<file path="config.mk">
export PLATFORM = sky130hd
export DESIGN_NAME = sr_flag_bank
export DESIGN_NICKNAME = d
export VERILOG_FILES = /design/src/rtl/sr_flag_bank.sv
export SDC_FILE = /design/constraint.sdc
export NUM_CORES = 1
export LEC_CHECK = 0
export BUFFER_PORTS_ARGS = -buffer_cell sky130_fd_sc_hd__buf_4
export CORE_AREA = 2 2 39 41
export CTS_CLUSTER_DIAMETER = 200
export CTS_CLUSTER_SIZE = 8
export DETAILED_ROUTE_END_ITERATION = 10
export DIE_AREA = 0 0 41 43
export PLACE_DENSITY_LB_ADDON = 0.1
export SLEW_MARGIN = 20
export SYNTH_ARGS = -nofsm -noshare
export SYNTH_HDL_FRONTEND = slang
export SYNTH_SLANG_ARGS = --single-unit
</file>
<file path="constraint.sdc">
create_clock -name clk -period 4.25 [get_ports clk]
set_clock_uncertainty 0.15 [all_clocks]
set_input_delay 0.2125 -clock clk [delete_from_list [all_inputs] [get_ports clk]]
set_output_delay 0.2125 -clock clk [all_outputs]
set_load 0.005 [all_outputs]
</file>
<file path="src/rtl/sr_flag_bank.sv">
// sr_flag_bank
//   A bank of independent set/reset flags shared between producer and consumer
//   state machines, for example frame-ready or buffer-swap handshakes. Each
//   flag supports:
//     - a configurable rule for a simultaneous set and clear;
//     - an optional edge-qualified set;
//     - an optional auto-clear after a fixed high time, restarted by a new set.
//   Registered rise, fall and timeout pulses are produced per flag, together
//   with aggregate status.
//
// Parameters
//   N_FLAGS        number of flags (1..32)
//   CONFLICT_MODE  set and clear in the same cycle:
//                  0 = hold, 1 = set wins, 2 = clear wins, 3 = toggle
//   EDGE_SET       1 = a flag sets only on a 0->1 transition of its set bit
//   TIMEOUT_CYCLES 0 = no auto-clear; otherwise the flag's high time in cycles
//
// Ports
//   clk        rising-edge clock
//   reset_n    synchronous active-low reset
//   set_i      per-flag set request
//   rst_i      per-flag clear request
//   state_o    registered flag values
//   rise_o     one-cycle pulse in the first cycle a flag reads 1
//   fall_o     one-cycle pulse in the first cycle a flag reads 0 after 1
//   timeout_o  one-cycle pulse together with fall_o when the auto-clear fired
//   any_o      OR of state_o
//   all_o      AND of state_o
//   count_o    number of flags that are high, registered with state_o
module sr_flag_bank #(
   parameter int N_FLAGS        = 4,
   parameter int CONFLICT_MODE  = 3,
   parameter int EDGE_SET       = 0,
   parameter int TIMEOUT_CYCLES = 0,
   localparam int CNT_W         = $clog2(N_FLAGS + 1)
) (
   input  logic               clk,
   input  logic               reset_n,
   input  logic [N_FLAGS-1:0] set_i,
   input  logic [N_FLAGS-1:0] rst_i,
   output logic [N_FLAGS-1:0] state_o,
   output logic [N_FLAGS-1:0] rise_o,
   output logic [N_FLAGS-1:0] fall_o,
   output logic [N_FLAGS-1:0] timeout_o,
   output logic               any_o,
   output logic               all_o,
   output logic [CNT_W-1:0]   count_o
);

   logic [N_FLAGS-1:0] s_eff;
   logic [N_FLAGS-1:0] q_res;
   logic [N_FLAGS-1:0] expire;
   logic [N_FLAGS-1:0] q_next;
   logic [CNT_W-1:0]   cnt_next;

   // The set history is cleared by reset. A set that is held through the
   // release of reset therefore counts as an edge in the first cycle.
   generate
      if (EDGE_SET != 0) begin : g_edge
         logic [N_FLAGS-1:0] set_q;

         always_ff @(posedge clk) begin
            if (!reset_n) begin
               set_q <= '0;
            end else begin
               set_q <= set_i;
            end
         end

         assign s_eff = set_i & ~set_q;
      end else begin : g_level
         assign s_eff = set_i;
      end
   endgenerate

   always_comb begin
      q_res = state_o;
      for (int k = 0; k < N_FLAGS; k++) begin
         case ({s_eff[k], rst_i[k]})
            2'b10: q_res[k] = 1'b1;
            2'b01: q_res[k] = 1'b0;
            2'b11: begin
               case (CONFLICT_MODE)
                  0:       q_res[k] = state_o[k];
                  1:       q_res[k] = 1'b1;
                  2:       q_res[k] = 1'b0;
                  default: q_res[k] = ~state_o[k];
               endcase
            end
            default: q_res[k] = state_o[k];
         endcase
      end
   end

   // Each timer loads with the remaining high time when its flag rises or is
   // retriggered. It counts down while the flag stays high, and the auto-clear
   // fires at zero. An explicit clear leaves q_res low, so expire stays 0 and
   // the fall is attributed to the clear rather than to the timeout.
   generate
      if (TIMEOUT_CYCLES > 0) begin : g_tmo
         localparam int TW = $clog2(TIMEOUT_CYCLES + 1);
         localparam logic [TW-1:0] TMR_LOAD = TW'(TIMEOUT_CYCLES - 1);

         logic [TW-1:0] tmr [N_FLAGS];

         always_comb begin
            expire = '0;
            for (int k = 0; k < N_FLAGS; k++) begin
               expire[k] = state_o[k] & q_res[k] & (tmr[k] == '0);
            end
         end

         always_ff @(posedge clk) begin
            for (int k = 0; k < N_FLAGS; k++) begin
               if (!reset_n || !q_next[k]) begin
                  tmr[k] <= '0;
               end else if (!state_o[k] || s_eff[k]) begin
                  tmr[k] <= TMR_LOAD;
               end else begin
                  tmr[k] <= tmr[k] - 1'b1;
               end
            end
         end
      end else begin : g_no_tmo
         assign expire = '0;
      end
   endgenerate

   assign q_next = q_res & ~expire;

   always_comb begin
      cnt_next = '0;
      for (int k = 0; k < N_FLAGS; k++) begin
         cnt_next = cnt_next + CNT_W'(q_next[k]);
      end
   end

   always_ff @(posedge clk) begin
      if (!reset_n) begin
         state_o   <= '0;
         rise_o    <= '0;
         fall_o    <= '0;
         timeout_o <= '0;
         count_o   <= '0;
      end else begin
         state_o   <= q_next;
         rise_o    <= q_next & ~state_o;
         fall_o    <= ~q_next & state_o;
         timeout_o <= expire;
         count_o   <= cnt_next;
      end
   end

   assign any_o = |state_o;
   assign all_o = &state_o;

endmodule

</file>
Yosys cells after proc, flatten, opt, wreduce, memory -nomap -nowiden --
Cells that the tools add are included.
Storage, ports and cells: flip-flop bits (word level) 15, output and inout bits 21, logic and storage cells 33
Operators by class: $add $sub $neg 3, eq/ne operators 12, muxes and demuxes 4, bitwise gates (word level) 8, reduce and logical (&&, ||, !) cells 2
Operators with widths (number):
- 2-bit equality test, second input constant | 8
- 1-bit one-hot mux with 3 select lines | 4
- 4-bit AND | 2
- 2-bit by 1-bit equality test with 1-bit output, second input constant | 4
- 4-bit NOT | 2
- 1-bit NOT | 4
- 4-bit AND reduction | 1
- 4-bit OR reduction | 1
- 2-bit by 1-bit adder with 3-bit output | 1
- 3-bit by 1-bit adder with 3-bit output | 1
- 1-bit by 1-bit adder with 2-bit output | 1

Logic depth before layout (Yosys ltp) --
Gate-level depths: netlist of the first run.
depth after elaboration 5, depth in mapped cells 7, depth with buffers taken out 7

Worst setup path before layout of the first run --
OpenSTA, ideal clock, no wires.
path kind flip-flop to flip-flop, start reg state_o[1], end reg count_o[1], arrival 1.644 ns, slack 2.341 ns, cell stages (with the launch flop) 7, buffers on the path 0, cells stage by stage dfxtp_1 > mux2i_1 > xor2_1 > ha_1 > ha_1 > ha_1 > and2_1
Between the ends: longest elaborated chain between the ends 5
Ends and longest elaborated chain:
- start: declaration | line 41 | output logic [N_FLAGS-1:0] state_o,
- start signal: assignment | line 146 | state_o <= q_next;
- 1-bit NOT | line 87 | default: q_res[k] = ~state_o[k];
- 1-bit one-hot mux with 3 select lines * | line 79 | case ({s_eff[k], rst_i[k]})
- 1-bit by 1-bit adder with 2-bit output * | line 134 | cnt_next = cnt_next + CNT_W'(q_next[k]);
- 2-bit by 1-bit adder with 3-bit output * | line 134
- 3-bit by 1-bit adder with 3-bit output * | line 134
- net cnt_next[1] | line 54 | logic [CNT_W-1:0] cnt_next;
- end signal: assignment | line 150 | count_o <= cnt_next;
- end: declaration | line 47 | output logic [CNT_W-1:0] count_o
The timed path passes the listed nets; every way through them passes the cells marked *. A chain may end at the register's enable or synchronous reset.

Worst setup path after layout of the first run --
Same ends and word-level chain as after synthesis.

==> impl_metrics.json, run 1 <==
{
  "yosysTopAreaCell": "dfxtp_1",
  "netlist_area_um2": 554,
  "clockBufferDepth": 2,
  "dp_cells": 91,
  "nets": 93,
  "crit_arrival_ns": 2.02,
  "p_per_area_nw_per_um2": 369,
  "ir_worst_vdd_v": 0.000230,
  "grt_max_degree": 16,
  "worst_hold_path_type": "in2reg",
  "cts.sinks": 15,
  "p_leak_uw": 0.000405,
  "synthToLayoutAreaGrowth_pct": 39.5,
  "drive_gt1_frac": 0.405,
  "grt_util_all_layers": 0.126,
  "gp_congestion": 0.632,
  "status": "complete, no violations",
  "crit_required_ns": 4.27,
  "clk_pin_slew_ns": 0.08,
  "initial_core_util": 0.401,
  "grt_pass1_wl_um": 1480,
  "cts_tree": "built",
  "fin_crit_ns": 2.00,
  "numCtsBuffers": 3,
  "synth_edf_count": 0,
  "ys_seq_area_frac": 0.542,
  "antenna_cells": 0,
  "synth_top_cell_area_share": 0.542,
  "yosys_warnings": 0,
  "core_um2": 1380,
  "postRouteAntennaNets": 0,
  "vias": 427,
  "htreeDepth": 1,
  "wirelength_um": 955,
  "root_buffer": "clkbuf_4",
  "io_pins": 31,
  "fin_cells": 95,
  "synth_ff_type": "dfxtp_1",
  "synth-seq-cells": 15,
  "end_kind": "flop",
  "wl_per_cell_um": 10.1,
  "first_global_vias": 378,
  "synthTopCellsByArea": "dfxtp_1 54%, and2_1 7.9%, ha_1 6.8%",
  "ys_types": 19,
  "grt_antenna_before_repair": 0,
  "die_area_um2": 1760,
  "crit_path_max_fanout": 6,
  "drt_iter0_markers": 2,
  "drt-pass1-iter-count": 4,
  "fp.dieH_um": 43,
  "post_cts_buffers": 0,
  "avgSynthCellArea_um2": 10.9,
  "maxCapViolCount": 0,
  "ctsResizeCount": 0,
  "vias_per_cell": 4.49,
  "synthCells": 51,
  "drv_slew": 0,
  "io_buffers": 26,
  "synth.most_common_cell": "dfxtp_1",
  "grt-ovfl-total": 0,
  "criticalPathCategory": "reg2reg",
  "rsz0062_at_grt": "no",
  "clk_latency_ns": 0.27,
  "rows": 14,
  "final.setup.tns_ns": 0,
  "ys_async_sr_fraction": 0,
  "hpwl_um": 791,
  "cts_hold_buf": 0,
  "post-route-period-util": 0.470,
  "setup_viol": 0,
  "die-width_um": 41,
  "drcViolationCount": 0,
  "fmax_ghz": 0.500,
  "crit_path_start_kind": "flop",
  "ys_top_cells_by_count": "15 x dfxtp_1, 7 x and2_1, 4 x buf_4",
  "final-hold-violation-count": 0
}
==> flip-flops by register name (all words and copies together), names as in the netlist <==
signal / cells
count_o: 3
fall_o: 4
rise_o: 4
state_o: 4
==> power by group <==
part	switching, uW	internal (uW)
combinational	19.4	32.6
clock	39.3	36.2
sequential	6.17	152
total	64.9	221
==> critical path, stage by stage (launching register included) <==
cell     delay [ns]
dfxtp_1        0.41
mux2i_1        0.33
xor2_1         0.18
ha_1           0.25
ha_1           0.18
ha_1           0.25
and2_1         0.15
==> worst paths after layout <==
kind / slack [ns] / endpoint / depth (start not counted) / startpoint
min: 0.03 / fall_o[1]$_SDFF_PN0_ / 2 / rst_i[1]
max reg2reg: 2.25 / count_o[1]$_SDFF_PN0_ / 6 / state_o[1]$_SDFF_PN0_
max: 2.25 / count_o[1]$_SDFF_PN0_ / 6 / state_o[1]$_SDFF_PN0_
min reg2reg: 0.37 / rise_o[1]$_SDFF_PN0_ / 1 / state_o[1]$_SDFF_PN0_
==> final cells by class <==
| cell class | count | area, um2 |
|---|---|---|
| Clock buffer | 4 | 26.3 |
| Fill cell | 131 | 611 |
| Inverter | 1 | 3.75 |
| Multi-Input combinational cell | 33 | 228 |
| Sequential cell | 15 | 300 |
| Tap cell | 16 | 20.0 |
| Timing Repair Buffer | 26 | 195 |
==> cell families after synthesis <==
family,share of synthesized area
AND/OR/NAND/NOR,0.242
flip-flops,0.542
buffers and inverters,0.0677
AO/OA/AOI/OAI,0.0406
adder cells (fa/ha/maj),0.0677
other,0.00677
XOR/XNOR,0.0158
multiplexers,0.0181
==> per-layer routing <==
metal / GRT usage / up-vias / part of all wire / wire [um]
met5: 0 / - / 0 / 0
li1: - / 221 / - / -
met3: 0.0471 / 2 / 0.092 / 88
met4: 0.0600 / 0 / 0.0052 / 5
met1: 0.129 / 189 / 0.39 / 376
met2: 0.209 / 15 / 0.51 / 484
==> through the flow <==
stage / area [um2] / setup WS (ns) / util / hold WS [ns] / total power, uW
floorplan: 566 / 2.34 / - / 0.200 / 187
global placement: 747 / 2.25 / 0.540 / 0.304 / 214
detailed placement: 747 / 2.24 / 0.540 / 0.307 / 215
CTS: 773 / 2.23 / 0.559 / 0.0242 / 292
global route: 773 / 2.12 / 0.559 / 0.0295 / 306
finish: 773 / 2.25 / 0.559 / 0.0337 / 286
==> placed cells by master (no fill, tap or decap), types with 2 or more instances in the layout <==
cell / synthesis / layout
a21oi_1: 3 / 3
and2_1: 7 / 7
and3_1: 3 / 3
and3b_1: 2 / 2
buf_4: 4 / 26
clkbuf_4: 0 / 3
conb_1: 1 / 4
dfxtp_1: 15 / 15
ha_1: 3 / 3
nor2_1: 3 / 3
(Power assumes the default switching activity.)
==> inputs of run 2 (changes only) <==
--- a/config.mk
+++ b/config.mk
@@ -6,11 +6,11 @@
 export NUM_CORES = 1
 export LEC_CHECK = 0
 export BUFFER_PORTS_ARGS = -buffer_cell sky130_fd_sc_hd__buf_4
-export CORE_AREA = 2 2 39 41
+export CORE_MARGIN = 1.5
+export CORE_UTILIZATION = 37
 export CTS_CLUSTER_DIAMETER = 200
 export CTS_CLUSTER_SIZE = 8
 export DETAILED_ROUTE_END_ITERATION = 10
-export DIE_AREA = 0 0 41 43
 export PLACE_DENSITY_LB_ADDON = 0.1
 export SLEW_MARGIN = 20
 export SYNTH_ARGS = -nofsm -noshare
==> constraint.sdc (replaced) <==
create_clock -name clk -period 1.8 [get_ports clk]
set_clock_uncertainty 0.15 [all_clocks]
set_input_delay 0.09 -clock clk [delete_from_list [all_inputs] [get_ports clk]]
set_output_delay 0.09 -clock clk [all_outputs]
set_load 0.005 [all_outputs]
==> impl_metrics.json, run 2 (same netlist as run 1, synthesis figures left out) <==
{
  "status": "complete, no violations",
  "p_leak_uw": 0.000501,
  "setup_viol": 0,
  "io_buffers": 26,
  "postRouteAntennaNets": 0,
  "final_common_cell": "buf_4",
  "path_buf_inv": 0,
  "crit_arrival_ns": 1.80,
  "fmax_ghz": 0.566,
  "multiInputGateArea_um2": 262,
  "vias": 497,
  "fillCellCount": 95,
  "root_buffer": "clkbuf_4",
  "maxCapViolCount": 0,
  "reg_top3": "fall_o: 4 flops, rise_o: 4 flops, state_o: 4 flops",
  "gp_congestion": 0.648,
  "crit_path_start_kind": "flop",
  "crit_chain": "mux2i_4, xor2_1, ha_1, ha_2, ha_4, and2_1",
  "drcViolationCount": 0,
  "drt_iter0_markers": 6,
  "grt_antenna_before_repair": 0,
  "grt_util_all_layers": 0.162,
  "wirelength_um": 1260,
  "clockBufferDepth": 2,
  "final_cell_mix": "31 x buf_4, 14 x dlygate4sd3_1, 13 x dfxtp_1",
  "end_kind": "flop",
  "numCtsBuffers": 3,
  "register_area_um2": 305,
  "ir_worst_vdd_v": 0.000446,
  "rsz0062_at_grt": "yes",
  "antenna_cells": 0,
  "worst_hold_path_type": "in2reg",
  "die_area_um2": 1740,
  "criticalPathCategory": "reg2reg",
  "vias_per_cell": 4.40,
  "r2r_start": "state_o[1]$_SDFF_PN0_",
  "die-width_um": 41.7,
  "first_global_vias": 465,
  "post-route-period-util": 0.982,
  "hold_ws_ns": 0.110,
  "r2r_slack_ns": 0.03,
  "wl_per_cell_um": 11.1,
  "clk_pin_slew_ns": 0.08,
  "p_per_area_nw_per_um2": 749,
  "path_depth": 6,
  "cts.sinks": 15,
  "core_um2": 1350,
  "drv_slew": 0,
  "synthToLayoutAreaGrowth_pct": 78.3,
  "clk_latency_ns": 0.28,
  "crit_path_max_fanout": 2,
  "final-hold-violation-count": 0,
  "cts_tree": "built",
  "initial_core_util": 0.411,
  "slowest_delay_ns": 0.37,
  "dpl_cell_area_um2": 797,
  "grt-ovfl-total": 0,
  "drt-pass1-iter-count": 4,
  "grt_max_degree": 16,
  "fin_crit_ns": 1.77,
  "rows": 13,
  "rr_worst_depth": 6,
  "r2r-end": "count_o[1]$_SDFF_PN0_",
  "io_pins": 31,
  "htreeDepth": 1,
  "fp.dieH_um": 41.7,
  "nets": 112,
  "crit_start": "state_o[1]$_SDFF_PN0_",
  "path_delay_family": "adder cells",
  "grt_pass1_wl_um": 2090,
  "drive_gt1_frac": 0.449,
  "hpwl_um": 816,
  "crit_end": "count_o[1]$_SDFF_PN0_",
  "crit_required_ns": 1.84,
  "critPathSlowestCell": "dfxtp_4",
  "final_area_um2": 988
}
-- run 2: cell types whose count changed in the layout (fill, tap and decap cells not counted), moves of 2 or more --
cell | previous run | this run
buf_4 | 26 | 31
ha_1 | 3 | 1
dlygate4sd3_1 | 0 | 14
dfxtp_1 | 15 | 13
-- run 2: report_power, final --
part / switching, uW / leakage [uW] / internal [uW]
sequential: 13.9 / 0.000125 / 359
clock: 104 / 0.0000150 / 86.2
combinational: 62.2 / 0.000361 / 115
total: 180 / 0.000501 / 560
-- run 2: worst register-to-register path, stage by stage (launching register included) --
cell	delay (ns)
dfxtp_4	0.37
mux2i_4	0.23
xor2_1	0.17
ha_1	0.25
ha_2	0.19
ha_4	0.20
and2_1	0.12
-- run 2: area by class of cell --
cell class | instances | share of cell area
Timing Repair Buffer | 45 | 0.377
Tap cell | 15 | 0.0190
Inverter | 1 | 0.00380
Multi-Input combinational cell | 33 | 0.265
Clock buffer | 4 | 0.0266
Sequential cell | 15 | 0.309
-- run 2: worst min-delay path by stage --
stage	startpoint	end	slack (ns)	depth (start not counted)
floorplan	rst_i[1]	fall_o[1]$_SDFF_PN0_	0.09	1
global placement	rst_i[3]	fall_o[3]$_SDFF_PN0_	0.18	2
finish	rst_i[0]	state_o[0]$_SDFF_PN0_	0.11	4
global route	rst_i[0]	state_o[0]$_SDFF_PN0_	0.11	4
detailed placement	rst_i[3]	fall_o[3]$_SDFF_PN0_	0.19	2
CTS	rst_i[0]	state_o[0]$_SDFF_PN0_	0.11	4
-- run 2: timing repair --
item | 4_1_cts | 5_1_grt
pin swaps | 2 | 2
gates resized for setup | 1 | 3
hold endpoints to repair | 15 | 0
endpoints found under the setup margin | 1 | 3
hold buffers | 14 | 0
buffers inserted | 0 | 0
gates cloned | 0 | 0
-- run 2: per-stage QoR --
step	setup slack, ns	total power (uW)	std cells	util	setup TNS [ns]
detailed placement	-0.0183	524	95	0.590	-0.0183
finish	0.0330	740	113	0.732	0
floorplan	0.00253	444	54	-	0
global route	-0.0679	792	113	0.732	-0.0938
global placement	-0.00634	522	95	0.590	-0.00634
CTS	0.00832	742	113	0.723	0
-- run 2: routing by layer --
layer | GRT usage | part of all wire | vias to the layer above | wire length [um]
li1 | - | - | 259 | -
met1 | 0.207 | 0.46 | 218 | 583
met2 | 0.241 | 0.45 | 18 | 570
met3 | 0.0696 | 0.071 | 2 | 89
met4 | 0.0581 | 0.011 | 0 | 14
met5 | 0 | 0 | - | 0
==> inputs of run 3 (changes only) <==
--- a/config.mk
+++ b/config.mk
@@ -5,9 +5,10 @@
 export SDC_FILE = /design/constraint.sdc
 export NUM_CORES = 1
 export LEC_CHECK = 0
+export ABC_AREA = 1
 export BUFFER_PORTS_ARGS = -buffer_cell sky130_fd_sc_hd__buf_4
 export CORE_MARGIN = 1.5
-export CORE_UTILIZATION = 37
+export CORE_UTILIZATION = 38
 export CTS_CLUSTER_DIAMETER = 200
 export CTS_CLUSTER_SIZE = 8
 export DETAILED_ROUTE_END_ITERATION = 10
==> impl_metrics.json, run 3 <==
{
  "drcViolationCount": 0,
  "die_area_um2": 1860,
  "synth-seq-cells": 15,
  "post-route-period-util": 0.947,
  "grt_util_all_layers": 0.150,
  "fillCellCount": 132,
  "end_kind": "flop",
  "grt_pass1_wl_um": 2040,
  "clk_latency_ns": 0.27,
  "ys_top_cells_by_count": "15 x dfxtp_1, 13 x nand2_1, 8 x inv_1",
  "synthToLayoutAreaGrowth_pct": 58.7,
  "ir_worst_vdd_v": 0.000442,
  "synth_edf_count": 0,
  "use_met2": 0.248,
  "crit_arrival_ns": 1.78,
  "numCtsBuffers": 3,
  "r2r_start": "state_o[0]$_SDFF_PN0_",
  "p_leak_uw": 0.000497,
  "r2r_slack_ns": 0.1,
  "avgSynthCellArea_um2": 8.62,
  "fp.dieH_um": 43.1,
  "reg_top3": "fall_o: 4 flops, rise_o: 4 flops, state_o: 4 flops",
  "synthTopCellsByArea": "dfxtp_1 49%, nand2_1 8.0%, ha_1 6.1%",
  "fmax_ghz": 0.587,
  "crit_path_max_fanout": 4,
  "ys_async_sr_fraction": 0,
  "clockBufferDepth": 2,
  "rows": 14,
  "drt-pass1-iter-count": 4,
  "cts_tree": "built",
  "die-width_um": 43.1,
  "r2r-end": "count_o[1]$_SDFF_PN0_",
  "path_delay_family": "adder cells",
  "vias": 565,
  "crit_chain": "inv_4, nand2_4, nand2_4, inv_2, nand2_1, nand2_1, ha_1, ha_2, ha_4, nand2_1, inv_1",
  "path_depth": 11,
  "criticalPathCategory": "reg2reg",
  "min_path_cells": 4,
  "ys_seq_area_frac": 0.491,
  "synthCells": 71,
  "vias_per_cell": 4.41,
  "nets": 126,
  "cts.sinks": 15,
  "grt-ovfl-total": 0,
  "path_common_cell": "nand2_1",
  "drv_slew": 0,
  "busiest_layer": "met2",
  "yosysTopAreaCell": "dfxtp_1",
  "worst_hold_path_type": "in2reg",
  "gp_congestion": 0.777,
  "core_um2": 1510,
  "io_pins": 31,
  "final_common_cell": "buf_4",
  "postRouteAntennaNets": 0,
  "p_per_area_nw_per_um2": 767,
  "hpwl_um": 872,
  "root_buffer": "clkbuf_4",
  "drt_iter0_markers": 10,
  "multiInputGateArea_um2": 250,
  "fin_crit_ns": 1.70,
  "first_global_vias": 508,
  "crit_path_start_kind": "flop",
  "status": "complete, no violations",
  "ys_types": 18,
  "clk_pin_slew_ns": 0.08,
  "slowest_delay_ns": 0.37,
  "netlist_area_um2": 612,
  "final-hold-violation-count": 0,
  "wl_per_cell_um": 10.3,
  "grt_use_met1": 0.169,
  "final_cell_mix": "29 x buf_4, 13 x dfxtp_1, 12 x nand2_1",
  "met3_usage": 0.0298,
  "maxCapViolCount": 0,
  "grt_antenna_before_repair": 0,
  "io_buffers": 26,
  "final.setup.tns_ns": 0,
  "drive_gt1_frac": 0.464,
  "antenna_cells": 0,
  "grt_max_degree": 13,
  "htreeDepth": 1,
  "hold_ws_ns": 0.0340,
  "wirelength_um": 1310,
  "yosys_warnings": 0,
  "rr_worst_depth": 11,
  "crit_required_ns": 1.88,
  "min_to": "state_o[3]$_SDFF_PN0_",
  "synth_ff_type": "dfxtp_1",
  "worst_hold_startpoint": "set_i[3]",
  "critPathSlowestCell": "dfxtp_4",
  "register_area_um2": 305,
  "setup_viol": 0,
  "path_buf_inv": 3,
  "synth.most_common_cell": "dfxtp_1",
  "initial_core_util": 0.406,
  "synth_top_cell_area_share": 0.491
}
run 3: layout make-up:
| type | instances | area share |
|---|---|---|
| Multi-Input combinational cell | 41 | 0.258 |
| Tap cell | 16 | 0.0206 |
| Inverter | 13 | 0.0528 |
| Clock buffer | 4 | 0.0271 |
| Sequential cell | 15 | 0.314 |
| Timing Repair Buffer | 39 | 0.327 |
run 3: per-stage QoR:
step | instance area [um2] | power (uW) | std cells | util | setup WS [ns]
after floorplan | 623 | 461 | 74 | - | 0.0652
after global placement | 812 | 531 | 113 | 0.539 | 0.0235
after detailed placement | 812 | 533 | 113 | 0.539 | 0.00574
after CTS | 941 | 738 | 127 | 0.625 | 0.0261
after global routing | 971 | 798 | 128 | 0.645 | -0.0137
final | 971 | 745 | 128 | 0.645 | 0.0957
run 3: worst max path at each step:
stage | endpoint | from
CTS | count_o[1]$_SDFF_PN0_ | state_o[0]$_SDFF_PN0_
global route | count_o[1]$_SDFF_PN0_ | state_o[0]$_SDFF_PN0_
finish | count_o[1]$_SDFF_PN0_ | state_o[0]$_SDFF_PN0_
detailed placement | count_o[1]$_SDFF_PN0_ | state_o[0]$_SDFF_PN0_
floorplan | count_o[1]$_SDFF_PN0_ | state_o[1]$_SDFF_PN0_
global placement | count_o[1]$_SDFF_PN0_ | state_o[1]$_SDFF_PN0_
run 3: logic make-up (layout without fill, tap and decap cells):
group / Yosys count / in the layout / synth area share
AOI/OAI and AO/OA: 4 / 4 / 0.0450
and+or+nand+nor: 30 / 30 / 0.249
other: 1 / 4 / 0.00613
DFF: 15 / 15 / 0.491
buffers and inverters: 18 / 56 / 0.147
adders and majority gates: 3 / 3 / 0.0614
run 3: what timing repair did:
action	4_1_cts	5_1_grt
gates resized for setup	2	5
hold endpoints to repair	12	0
setup endpoints to repair	1	1
hold buffers	10	0
buffers inserted	0	1
pin swaps	0	4
run 3: power by group:
group          switching, uW  internal [uW]
Combinational           82.4            106
Sequential              15.0            359
Clock                   96.9           85.8
Total                    194            550
run 3: worst register-to-register path: stages, from the launching register on:
cell	delay (ns)
dfxtp_4	0.37
inv_4	0.07
nand2_4	0.05
nand2_4	0.06
inv_2	0.03
nand2_1	0.05
nand2_1	0.06
ha_1	0.28
ha_2	0.20
ha_4	0.25
nand2_1	0.04
inv_1	0.04
run 3: metal layers:
| metal | share of wire | wire length (um) |
|---|---|---|
| met1 | 0.41 | 538 |
| met2 | 0.51 | 666 |
| met3 | 0.063 | 83 |
| met4 | 0.018 | 23 |
| met5 | 0 | 0 |
